### config.mk
export PLATFORM = sky130hd
export DESIGN_NAME = mlp_eval_sequencer_flat
export DESIGN_NICKNAME = d
export VERILOG_FILES = /design/src/rtl/mlp_eval_sequencer_if.sv /design/src/rtl/mlp_eval_sequencer.sv /design/src/flat_wrapper.sv
export SDC_FILE = /design/constraint.sdc
export NUM_CORES = 1
export LEC_CHECK = 0
export CORE_MARGIN = 2
export CORE_UTILIZATION = 45
export DETAILED_ROUTE_END_ITERATION = 7
export GPL_ROUTABILITY_DRIVEN = 1
export PLACE_DENSITY = 0.66
export SLEW_MARGIN = 40
export SYNTH_ARGS = -nofsm -noshare
export SYNTH_HDL_FRONTEND = slang
export SYNTH_SLANG_ARGS = --single-unit
### constraint.sdc
create_clock -name clk -period 4.3 [get_ports clk]
set_clock_uncertainty 0.2 [all_clocks]
set_input_delay 1.075 -clock clk [delete_from_list [all_inputs] [get_ports clk]]
set_output_delay 1.075 -clock clk [all_outputs]
set_load 0.005 [all_outputs]
### src/rtl/mlp_eval_sequencer_if.sv
// Handshake bundle between the evaluation sequencer, the test-vector/label memories
// and the MLP datapath. The sequencer is the master.
interface mlp_eval_sequencer_if #(
  parameter int unsigned ADDR_W  = 10,
  parameter int unsigned LABEL_W = 4
);
  logic [ADDR_W-1:0]  mem_addr;
  logic               mem_rd;
  logic [LABEL_W-1:0] gold_label;
  logic               mlp_start;
  logic               mlp_done;
  logic [LABEL_W-1:0] mlp_label;

  modport master (
    output mem_addr,
    output mem_rd,
    output mlp_start,
    input  gold_label,
    input  mlp_done,
    input  mlp_label
  );

  modport slave (
    input  mem_addr,
    input  mem_rd,
    input  mlp_start,
    output gold_label,
    output mlp_done,
    output mlp_label
  );
endinterface

### src/rtl/mlp_eval_sequencer.sv
// Walks an MLP datapath through a stored test set: fetch gold label, launch, wait for
// completion or timeout, then score and keep accuracy / per-class / timeout counts.
module mlp_eval_sequencer #(
  parameter int unsigned NUM_CASES   = 750,
  parameter int unsigned ADDR_W      = 10,
  parameter int unsigned LABEL_W     = 4,
  parameter int unsigned NUM_CLASSES = 10,
  parameter int unsigned TIMEOUT     = 255,
  parameter int unsigned TO_W        = 8
) (
  input  logic                       clk,
  input  logic                       rst_n,
  input  logic                       i_start,
  input  logic                       i_abort,
  input  logic [ADDR_W-1:0]          i_run_len,
  mlp_eval_sequencer_if.master       io_bus,
  output logic                       o_busy,
  output logic                       o_done,
  output logic [ADDR_W-1:0]          o_correct,
  output logic [ADDR_W-1:0]          o_timeouts,
  output logic [ADDR_W-1:0]          o_cases_run,
  input  logic [LABEL_W-1:0]         i_class_sel,
  output logic [ADDR_W-1:0]          o_class_hits,
  output logic                       o_miss_valid,
  output logic [ADDR_W-1:0]          o_miss_addr,
  output logic [LABEL_W-1:0]         o_miss_label
);

  typedef enum logic [2:0] {
    StIdle,
    StFetch,
    StLaunch,
    StWait,
    StScore
  } state_e;

  state_e              r_state;
  logic [ADDR_W-1:0]   r_mem_addr;
  logic                r_mem_rd;
  logic                r_mlp_start;
  logic [ADDR_W-1:0]   r_len;
  logic [LABEL_W-1:0]  r_gold;
  logic [LABEL_W-1:0]  r_pred;
  logic                r_timed_out;
  logic [TO_W-1:0]     r_to_cnt;
  logic                r_done;
  logic [ADDR_W-1:0]   r_correct;
  logic [ADDR_W-1:0]   r_timeouts;
  logic [ADDR_W-1:0]   r_cases_run;
  logic [ADDR_W-1:0]   r_class_hits [NUM_CLASSES];
  logic                r_miss_valid;
  logic [ADDR_W-1:0]   r_miss_addr;
  logic [LABEL_W-1:0]  r_miss_label;

  logic [ADDR_W-1:0]   w_len;
  logic                w_hit;
  logic                w_last;

  // A run length of zero or beyond the stored set means "the whole set".
  assign w_len  = ((i_run_len == '0) || (32'(i_run_len) > NUM_CASES)) ?
                  ADDR_W'(NUM_CASES) : i_run_len;

  // Gold labels outside the class range can never be a hit, even on an exact match.
  assign w_hit  = !r_timed_out && (r_pred == r_gold) && (32'(r_gold) < NUM_CLASSES);
  assign w_last = ((r_cases_run + ADDR_W'(1)) == r_len);

  always_ff @(posedge clk or negedge rst_n) begin
    if (!rst_n) begin
      r_state      <= StIdle;
      r_mem_addr   <= '0;
      r_mem_rd     <= 1'b0;
      r_mlp_start  <= 1'b0;
      r_len        <= '0;
      r_gold       <= '0;
      r_pred       <= '0;
      r_timed_out  <= 1'b0;
      r_to_cnt     <= '0;
      r_done       <= 1'b0;
      r_correct    <= '0;
      r_timeouts   <= '0;
      r_cases_run  <= '0;
      r_miss_valid <= 1'b0;
      r_miss_addr  <= '0;
      r_miss_label <= '0;
      for (int c = 0; c < NUM_CLASSES; c++) begin
        r_class_hits[c] <= '0;
      end
    end else begin
      r_mem_rd     <= 1'b0;
      r_mlp_start  <= 1'b0;
      r_miss_valid <= 1'b0;
      if (i_abort && (r_state != StIdle)) begin
        // Abandon without scoring: counters freeze, done stays low.
        r_state <= StIdle;
      end else begin
        case (r_state)
          StIdle: begin
            if (i_start) begin
              r_correct   <= '0;
              r_timeouts  <= '0;
              r_cases_run <= '0;
              r_mem_addr  <= '0;
              r_done      <= 1'b0;
              r_len       <= w_len;
              for (int c = 0; c < NUM_CLASSES; c++) begin
                r_class_hits[c] <= '0;
              end
              r_mem_rd    <= 1'b1;
              r_state     <= StFetch;
            end
          end
          StFetch: begin
            r_mlp_start <= 1'b1;
            r_state     <= StLaunch;
          end
          StLaunch: begin
            r_gold      <= io_bus.gold_label;
            r_to_cnt    <= '0;
            r_timed_out <= 1'b0;
            r_state     <= StWait;
          end
          StWait: begin
            // Completion on the last allowed cycle still beats the timeout.
            if (io_bus.mlp_done) begin
              r_pred  <= io_bus.mlp_label;
              r_state <= StScore;
            end else if (r_to_cnt == TO_W'(TIMEOUT - 1)) begin
              r_pred      <= '0;
              r_timed_out <= 1'b1;
              r_state     <= StScore;
            end else begin
              r_to_cnt <= r_to_cnt + TO_W'(1);
            end
          end
          StScore: begin
            r_cases_run <= r_cases_run + ADDR_W'(1);
            if (w_hit) begin
              r_correct <= r_correct + ADDR_W'(1);
              for (int c = 0; c < NUM_CLASSES; c++) begin
                if (r_gold == LABEL_W'(c)) begin
                  r_class_hits[c] <= r_class_hits[c] + ADDR_W'(1);
                end
              end
            end else begin
              r_miss_valid <= 1'b1;
              r_miss_addr  <= r_mem_addr;
              r_miss_label <= r_pred;
            end
            if (r_timed_out) begin
              r_timeouts <= r_timeouts + ADDR_W'(1);
            end
            if (w_last) begin
              r_done  <= 1'b1;
              r_state <= StIdle;
            end else begin
              r_mem_addr <= r_mem_addr + ADDR_W'(1);
              r_mem_rd   <= 1'b1;
              r_state    <= StFetch;
            end
          end
          default: r_state <= StIdle;
        endcase
      end
    end
  end

  always_comb begin
    o_class_hits = '0;
    for (int c = 0; c < NUM_CLASSES; c++) begin
      if (i_class_sel == LABEL_W'(c)) begin
        o_class_hits = r_class_hits[c];
      end
    end
  end

  assign io_bus.mem_addr  = r_mem_addr;
  assign io_bus.mem_rd    = r_mem_rd;
  assign io_bus.mlp_start = r_mlp_start;

  assign o_busy       = (r_state != StIdle);
  assign o_done       = r_done;
  assign o_correct    = r_correct;
  assign o_timeouts   = r_timeouts;
  assign o_cases_run  = r_cases_run;
  assign o_miss_valid = r_miss_valid;
  assign o_miss_addr  = r_miss_addr;
  assign o_miss_label = r_miss_label;

endmodule

### src/flat_wrapper.sv
// flat-port wrapper written by rule: the top's interface ports become plain ports
module mlp_eval_sequencer_flat 
#(
  parameter int unsigned NUM_CASES   = 750,
  parameter int unsigned ADDR_W      = 10,
  parameter int unsigned LABEL_W     = 4,
  parameter int unsigned NUM_CLASSES = 10,
  parameter int unsigned TIMEOUT     = 255,
  parameter int unsigned TO_W        = 8
)
  (clk, rst_n, i_start, i_abort, i_run_len, o_busy, o_done, o_correct, o_timeouts, o_cases_run, i_class_sel, o_class_hits, o_miss_valid, o_miss_addr, o_miss_label, io_bus_mem_addr, io_bus_mem_rd, io_bus_mlp_start, io_bus_gold_label, io_bus_mlp_done, io_bus_mlp_label);
  mlp_eval_sequencer_if #(.ADDR_W(ADDR_W), .LABEL_W(LABEL_W)) io_bus_i ();
  input  logic clk;
  input  logic rst_n;
  input  logic i_start;
  input  logic i_abort;
  input  logic [ADDR_W-1:0] i_run_len;
  output logic o_busy;
  output logic o_done;
  output logic [ADDR_W-1:0] o_correct;
  output logic [ADDR_W-1:0] o_timeouts;
  output logic [ADDR_W-1:0] o_cases_run;
  input  logic [LABEL_W-1:0] i_class_sel;
  output logic [ADDR_W-1:0] o_class_hits;
  output logic o_miss_valid;
  output logic [ADDR_W-1:0] o_miss_addr;
  output logic [LABEL_W-1:0] o_miss_label;
  output wire logic [$bits(io_bus_i.mem_addr)-1:0] io_bus_mem_addr;
  output wire logic [$bits(io_bus_i.mem_rd)-1:0] io_bus_mem_rd;
  output wire logic [$bits(io_bus_i.mlp_start)-1:0] io_bus_mlp_start;
  input wire logic [$bits(io_bus_i.gold_label)-1:0] io_bus_gold_label;
  input wire logic [$bits(io_bus_i.mlp_done)-1:0] io_bus_mlp_done;
  input wire logic [$bits(io_bus_i.mlp_label)-1:0] io_bus_mlp_label;
  assign io_bus_mem_addr = io_bus_i.mem_addr;
  assign io_bus_mem_rd = io_bus_i.mem_rd;
  assign io_bus_mlp_start = io_bus_i.mlp_start;
  assign io_bus_i.gold_label = io_bus_gold_label;
  assign io_bus_i.mlp_done = io_bus_mlp_done;
  assign io_bus_i.mlp_label = io_bus_mlp_label;
  mlp_eval_sequencer #(.NUM_CASES(NUM_CASES), .ADDR_W(ADDR_W), .LABEL_W(LABEL_W), .NUM_CLASSES(NUM_CLASSES), .TIMEOUT(TIMEOUT), .TO_W(TO_W)) u_core (.clk(clk), .rst_n(rst_n), .i_start(i_start), .i_abort(i_abort), .i_run_len(i_run_len), .io_bus(io_bus_i), .o_busy(o_busy), .o_done(o_done), .o_correct(o_correct), .o_timeouts(o_timeouts), .o_cases_run(o_cases_run), .i_class_sel(i_class_sel), .o_class_hits(o_class_hits), .o_miss_valid(o_miss_valid), .o_miss_addr(o_miss_addr), .o_miss_label(o_miss_label));
endmodule
==> results.toml, run 1 <==
[synthesis]
synth_area_leaders = "dfrtp_1 45%, nand2_1 4.1%, o21ai_0 3.8%"
synth-main-ff-cell = "dfrtp_1"
synthTopCellsByCount = "188 x dfrtp_1, 113 x nand2_1, 104 x nor2_1"
ys_warn_count = 0
ys_seq_area_share_pct = 45.41
synth.net_count = 1166
postSynthAreaPerCell_sq_um = 9.225
synth_top_cell_by_area = "dfrtp_1"
synthCells = 1123
syn_area_sq_um = 10360
synth.most_common_cell = "dfrtp_1"
ys_async_sr_fraction_pct = 100.0
synth_edf_count = 0
synth.distinct_cells = 73
yosys_register_bits = 188
netlist.area_leader.share_pct = 45.41

[final_layout]
fill_cells = 1998
area_delta_synth_final_pct = 23.68
fin_cells = 1532
drive_above_1_share_pct = 13.23
finalInstanceArea_sq_um = 12810
antenna_cells = 0
utilization_pct = 56.60
nets = 1277

[detailed_routing]
post_drt_wl_per_cell_um = 18.23
ant_nets = 0
vias = 8852
drc_errors = 0
wirelength_um = 27930
drtIter0Drc = 623
via_per_inst = 5.778
first_pass_iters = 6

[placed_design]
place_ws_ns = -0.6148
place_hpwl_um = 19760
placed_area_sq_um = 11860
placed_cells = 1495
gp_congestion = 0.9726
io_buffers = 95

[worst_setup_path]
worst_ep_arrival_time_ns = 2.98
end_kind = "output pin"
setup.worst_path.start_class = "input port"
crit_path_max_fanout = 9
required_ns = 3.02
crit_type = "in2out"

[die]
fp.dieW_um = 155.7
die_h_um = 155.7
dieArea_sq_um = 24250
floorplan.initialDensity_pct = 45.76
pin_count = 96
num_rows = 55
core_area_sq_um = 22640

[run_status]
status = "completed"

[sta]
slew_violations = 0
slew-limit-headroom_pct = 49.67
finalSetupViolations = 0
max_freq_mhz = 235.1
worst_pin_slew_ns = 0.7499
fin_crit_ns = 4.254
setup_slack_ns = 0.04597
finalHoldViolCount = 0
min_period_over_period_pct = 98.93

[run]
max_cap_violations = 0

[hold_path]
hold_path_class = "reg2reg"

[grt]
track_usage_pct = 23.80
grt_pass1_wl_um = 46040
grt-ovfl-total = 0
grt_pass1_vias = 8741
grt_start_max_net_pins = 111
antenna_found_initial = 0

[pwr]
p_leak_nw = 5.342
ir_drop_uv = 311.9
power_density_nw_per_um2 = 375.5
power_w = 0.004812

[clock_network]
clk_pin_slew_ns = 0.07
cts_tree = "yes"
htreeDepth = 4
root_buffer = "clkbuf_16"
clock-sinks = 188
cts_buffers = 17
clockBufferDepth = 2
clk_latency_ns = 0.44
-- stage by stage --
step                      TNS (ns)  hold WS, ns
final                            0       0.2738
after detailed placement    -4.507       0.2618
after floorplan                  0       0.2583
after global placement      -4.236       0.2603
after global routing      -0.01487       0.3114
after CTS                  -0.4596       0.2806
-- path summary, 6_finish.rpt --
path                       slack (ns)                         startpoint                             endpoint  cells after the start
min reg2reg                      0.27  u_core.o_miss_addr[9]$_DFFE_PN0P_    u_core.o_miss_addr[9]$_DFFE_PN0P_                      2
min in group asynchronous        0.46                              rst_n       u_core.r_to_cnt[0]$_DFFE_PN0P_                      1
max reg2reg                      1.12       u_core.r_gold[1]$_DFFE_PN0P_  u_core.r_class_hits[18]$_DFFE_PN0P_                      6
min                              0.27  u_core.o_miss_addr[9]$_DFFE_PN0P_    u_core.o_miss_addr[9]$_DFFE_PN0P_                      2
max                              0.05                     i_class_sel[1]                      o_class_hits[6]                     10
max in group asynchronous        2.64                              rst_n  u_core.r_class_hits[72]$_DFFE_PN0P_                      2
-- where the power goes --
part	switching [W]	total, W	internal [W]
Clock	0.000756	0.00164	0.000882
Sequential	0.000169	0.00207	0.00190
Combinational	0.000698	0.00111	0.000410
Total	0.00162	0.00481	0.00319
-- repair_timing --
item | CTS | global route
cloned | 1 | 0
buffers inserted | 5 | 0
hold buffers | 0 | 0
pin swaps | 17 | 9
endpoints found under the hold margin | 0 | 0
endpoints found under the setup margin | 10 | 10
resized for setup | 75 | 26
-- critical path: stages --
cell and delay [ns]:
dlygate4sd2_1 0.28, buf_6 0.16, buf_6 0.15, buf_4 0.14, mux2i_1 0.24, o22ai_2 0.13
a221oi_2 0.19, o21ai_1 0.13, a221o_1 0.27, clkdlybuf4s15_1 0.20
-- logic make-up (layout without fill, tap and decap cells) --
group / count (synthesis) / count (layout) / share of synthesized area [%]
DFF: 188 / 188 / 45.41
AOI/OAI and AO/OA: 256 / 256 / 16.46
xor gates and xnor gates: 84 / 84 / 7.101
adders and majority gates: 16 / 16 / 1.932
and+or+nand+nor: 456 / 456 / 22.07
muxes: 35 / 35 / 3.551
buffers and inverters: 88 / 212 / 3.478
-- layout by cell type, fill, tap and decap left out, types with 7 or more instances in the layout --
cell / Yosys / final
dfrtp_1: 188 / 188
nand2_1: 113 / 112
nor2_1: 104 / 102
clkdlybuf4s50_1: 0 / 80
o21ai_0: 78 / 69
nand3_1: 61 / 61
a21oi_1: 50 / 49
buf_4: 1 / 44
xor2_1: 43 / 43
nand4_1: 43 / 43
xnor2_1: 41 / 41
or3_1: 32 / 31
inv_1: 29 / 29
and3_1: 21 / 19
clkbuf_16: 0 / 17
ha_1: 16 / 16
mux2i_1: 21 / 14
a211oi_1: 16 / 14
o31ai_1: 14 / 14
mux2_2: 14 / 14
nor3_1: 13 / 12
o21ai_1: 4 / 11
nor4_1: 11 / 11
and2_1: 9 / 9
or4_1: 9 / 9
a21o_1: 8 / 8
buf_6: 2 / 8
o22a_1: 7 / 7
-- layer usage --
layer	share of wire (%)	GRT usage, %	up-vias
met2	46	37.76	203
met4	2.0	6.903	0
met1	48	33.63	4313
met5	0	0	-
met3	4.0	4.083	34
li1	-	-	4302
-- registers in the layout (all words and copies together), names as in the netlist, 8 cells and up --
register and count:
u_core.io_bus.mem_addr 10, u_core.o_cases_run 10, u_core.o_correct 10, u_core.o_miss_addr 10, u_core.o_timeouts 10, u_core.r_class_hits 100, u_core.r_len 10, u_core.r_to_cnt 8
-- layout make-up --
class	count	area, sq um	share of cell area [%]
multi-input combinational	847	5603	43.73
sequential	188	4705	36.72
tap	285	356.6	2.783
clock buffer	17	425.4	3.320
clock inverter	15	178.9	1.396
inverter	29	108.9	0.8495
timing repair buffer	151	1436	11.21
(Power assumes the default switching activity.)
==> run 2, diff against run 1 <==
Settings changed: CORE_MARGIN 2 to unset.
==> run 2 against run 1 <==
Compared with the run above: die area down 2.6%; power up 0.62%; count of clock-buffer cells in the layout up 1; via count up 1.7%; first-iteration DRC count down 10%; cell area up 0.99%; core utilization up 0.56 points; routed wire length down 0.83%; flip-flop and latch count unchanged; critical endpoint unchanged; largest power group unchanged.
==> results.toml, run 2 (synthesized netlist as in run 1, its figures left out) <==
[detailed_routing]
dr_wl_met2_um = 13160
vias = 9000
drtIter0Drc = 558
ant_nets = 0
via_per_inst = 5.871
met1Wirelength_um = 13100
post_drt_wl_per_cell_um = 18.07
wirelength_um = 27700
drc_errors = 0
wl_met3_um = 1073
route.top_layer_used = "met4"
first_pass_iters = 7

[clock_network]
root_buffer = "clkbuf_16"
cts_tree = "yes"
cts_hold_buf = 0
htreeDepth = 4
clk_pin_slew_ns = 0.07
clk_latency_ns = 0.43
cts_buffers = 17
clock-sinks = 188
clockBufferDepth = 2

[placed_design]
io_buffers = 95
place_ws_ns = -0.5196
place_hpwl_um = 19090
placed_cells = 1490
gp_congestion = 0.8987
placed_area_sq_um = 11860

[die]
floorplan.initialDensity_pct = 45.76
die_h_um = 153.7
dieArea_sq_um = 23630
fp.dieW_um = 153.7
num_rows = 55
pin_count = 96
core_area_sq_um = 22640

[grt]
grt_start_max_net_pins = 107
track_usage_pct = 24.30
antenna_found_initial = 0
grt_pass1_vias = 8611
grt-ovfl-total = 0
grt_pass1_wl_um = 46010

[pwr]
switching_share_pct = 32.94
ir_drop_uv = 317.8
p_comb_share_pct = 23.0
switchingPower_w = 0.001595
p_int_w = 0.003247
pwr-share-clk_pct = 34.3
power_density_nw_per_um2 = 374.1
p_leak_nw = 5.412
seqPwrFrac_pct = 42.6

[sta]
setup_slack_ns = 0.02378
min_period_over_period_pct = 99.45
slew-limit-headroom_pct = 47.90
worst_pin_slew_ns = 0.7789
finalHoldViolCount = 0
fin_crit_ns = 4.276
slew_violations = 0
setup_tns_ns = 0
finalSetupViolations = 0
max_freq_mhz = 233.9

[final_layout]
nets = 1278
area_delta_synth_final_pct = 24.90
finalInstanceArea_sq_um = 12940
antenna_cells = 0
regMostFlops = "u_core.r_class_hits"
utilization_pct = 57.15
fill_cells = 1976
largest_reg_flops = 100
fin_cells = 1533
final_common_cell = "dfrtp_1"
layout_common_cells = "188 x dfrtp_1, 113 x nand2_1, 103 x nor2_1"
drive_above_1_share_pct = 13.30

[run_status]
status = "completed"

[worst_setup_path]
end_kind = "output pin"
crit_path_max_fanout = 6
required_ns = 3.02
max_stage_delay_ns = 0.44
crit_type = "in2out"
slowest_stage = "clkdlybuf4s50_1"
setup.worst_path.start_class = "input port"
worst_ep_arrival_time_ns = 3.00
crit_chain = "clkdlybuf4s15_2 > bufbuf_16 > and3_1 > buf_4 > a22oi_2 > o21ai_2 > a221o_1 > clkdlybuf4s50_1"

[hold_path]
hold_path_class = "reg2reg"

[run]
max_cap_violations = 0
run 2: cell types whose count changed in the layout (fill, tap and decap cells not counted), sizes merged:
cell	previous run	this run
clkdlybuf4s50	80	81
inv	37	35
clkinv	5	3
dlymetal6s2s	1	4
buf	60	55
clkinvlp	0	2
clkbuf	19	23
clkdlybuf4s15	3	1
dlygate4sd2	4	5
bufinv	2	3
run 2: critical path: cells and delay by family:
family	cells	cell delay, ns
buffers and inverters	4	1.14
AND/OR/NAND/NOR	1	0.22
AO/OA/AOI/OAI	3	0.57
run 2: power groups by stage:
stage | sequential [W] | combinational (W) | clock [W]
6_report | 0.00206 | 0.00112 | 0.00166
5_1_grt | 0.00209 | 0.00123 | 0.00177
4_1_cts | 0.00206 | 0.00111 | 0.00170
3_5_place_dp | 0.00209 | 0.00108 | 0
3_3_place_gp | 0.00209 | 0.00107 | 0
2_1_floorplan | 0.00203 | 0.000757 | 0
run 2: layout make-up:
type                       count  area [sq um]  share of cell area [%]
multi-input combinational    847          5634                   43.54
sequential                   188          4705                   36.36
timing repair buffer         152          1525                   11.79
clock buffer                  18         429.2                   3.317
tap                          285         356.6                   2.756
clock inverter                14         181.4                   1.402
inverter                      29         108.9                  0.8412
run 2: worst paths after layout:
check	from	endpoint	slack, ns	depth (start not counted)
max reg2reg	u_core.r_gold[1]$_DFFE_PN0P_	u_core.r_class_hits[18]$_DFFE_PN0P_	1.16	6
max in group asynchronous	rst_n	u_core.r_class_hits[69]$_DFFE_PN0P_	2.78	2
max	i_class_sel[2]	o_class_hits[6]	0.02	8
min reg2reg	u_core.o_miss_addr[9]$_DFFE_PN0P_	u_core.o_miss_addr[9]$_DFFE_PN0P_	0.28	2
min in group asynchronous	rst_n	u_core.r_class_hits[5]$_DFFE_PN0P_	0.37	1
min	u_core.o_miss_addr[9]$_DFFE_PN0P_	u_core.o_miss_addr[9]$_DFFE_PN0P_	0.28	2
run 2: per-stage QoR:
| stage | hold slack (ns) | total power [W] |
|---|---|---|
| floorplan | 0.2583 | 0.002787 |
| global placement | 0.2627 | 0.003158 |
| detailed placement | 0.2729 | 0.003176 |
| CTS | 0.2903 | 0.004866 |
| global route | 0.3209 | 0.005083 |
| finish | 0.2811 | 0.004841 |
run 2: timing repair:
item                                    4_1_cts  5_1_grt
gates resized for setup                      66       27
cloned                                        2        1
buffers inserted                              6        3
endpoints found under the setup margin       10        7
pin swaps                                     7       12
run 2: layer usage:
| metal | vias up | global-route usage (%) |
|---|---|---|
| li1 | 4315 | - |
| met1 | 4457 | 34.46 |
| met2 | 203 | 39.20 |
| met3 | 25 | 3.410 |
| met4 | 0 | 6.048 |
| met5 | - | 0 |
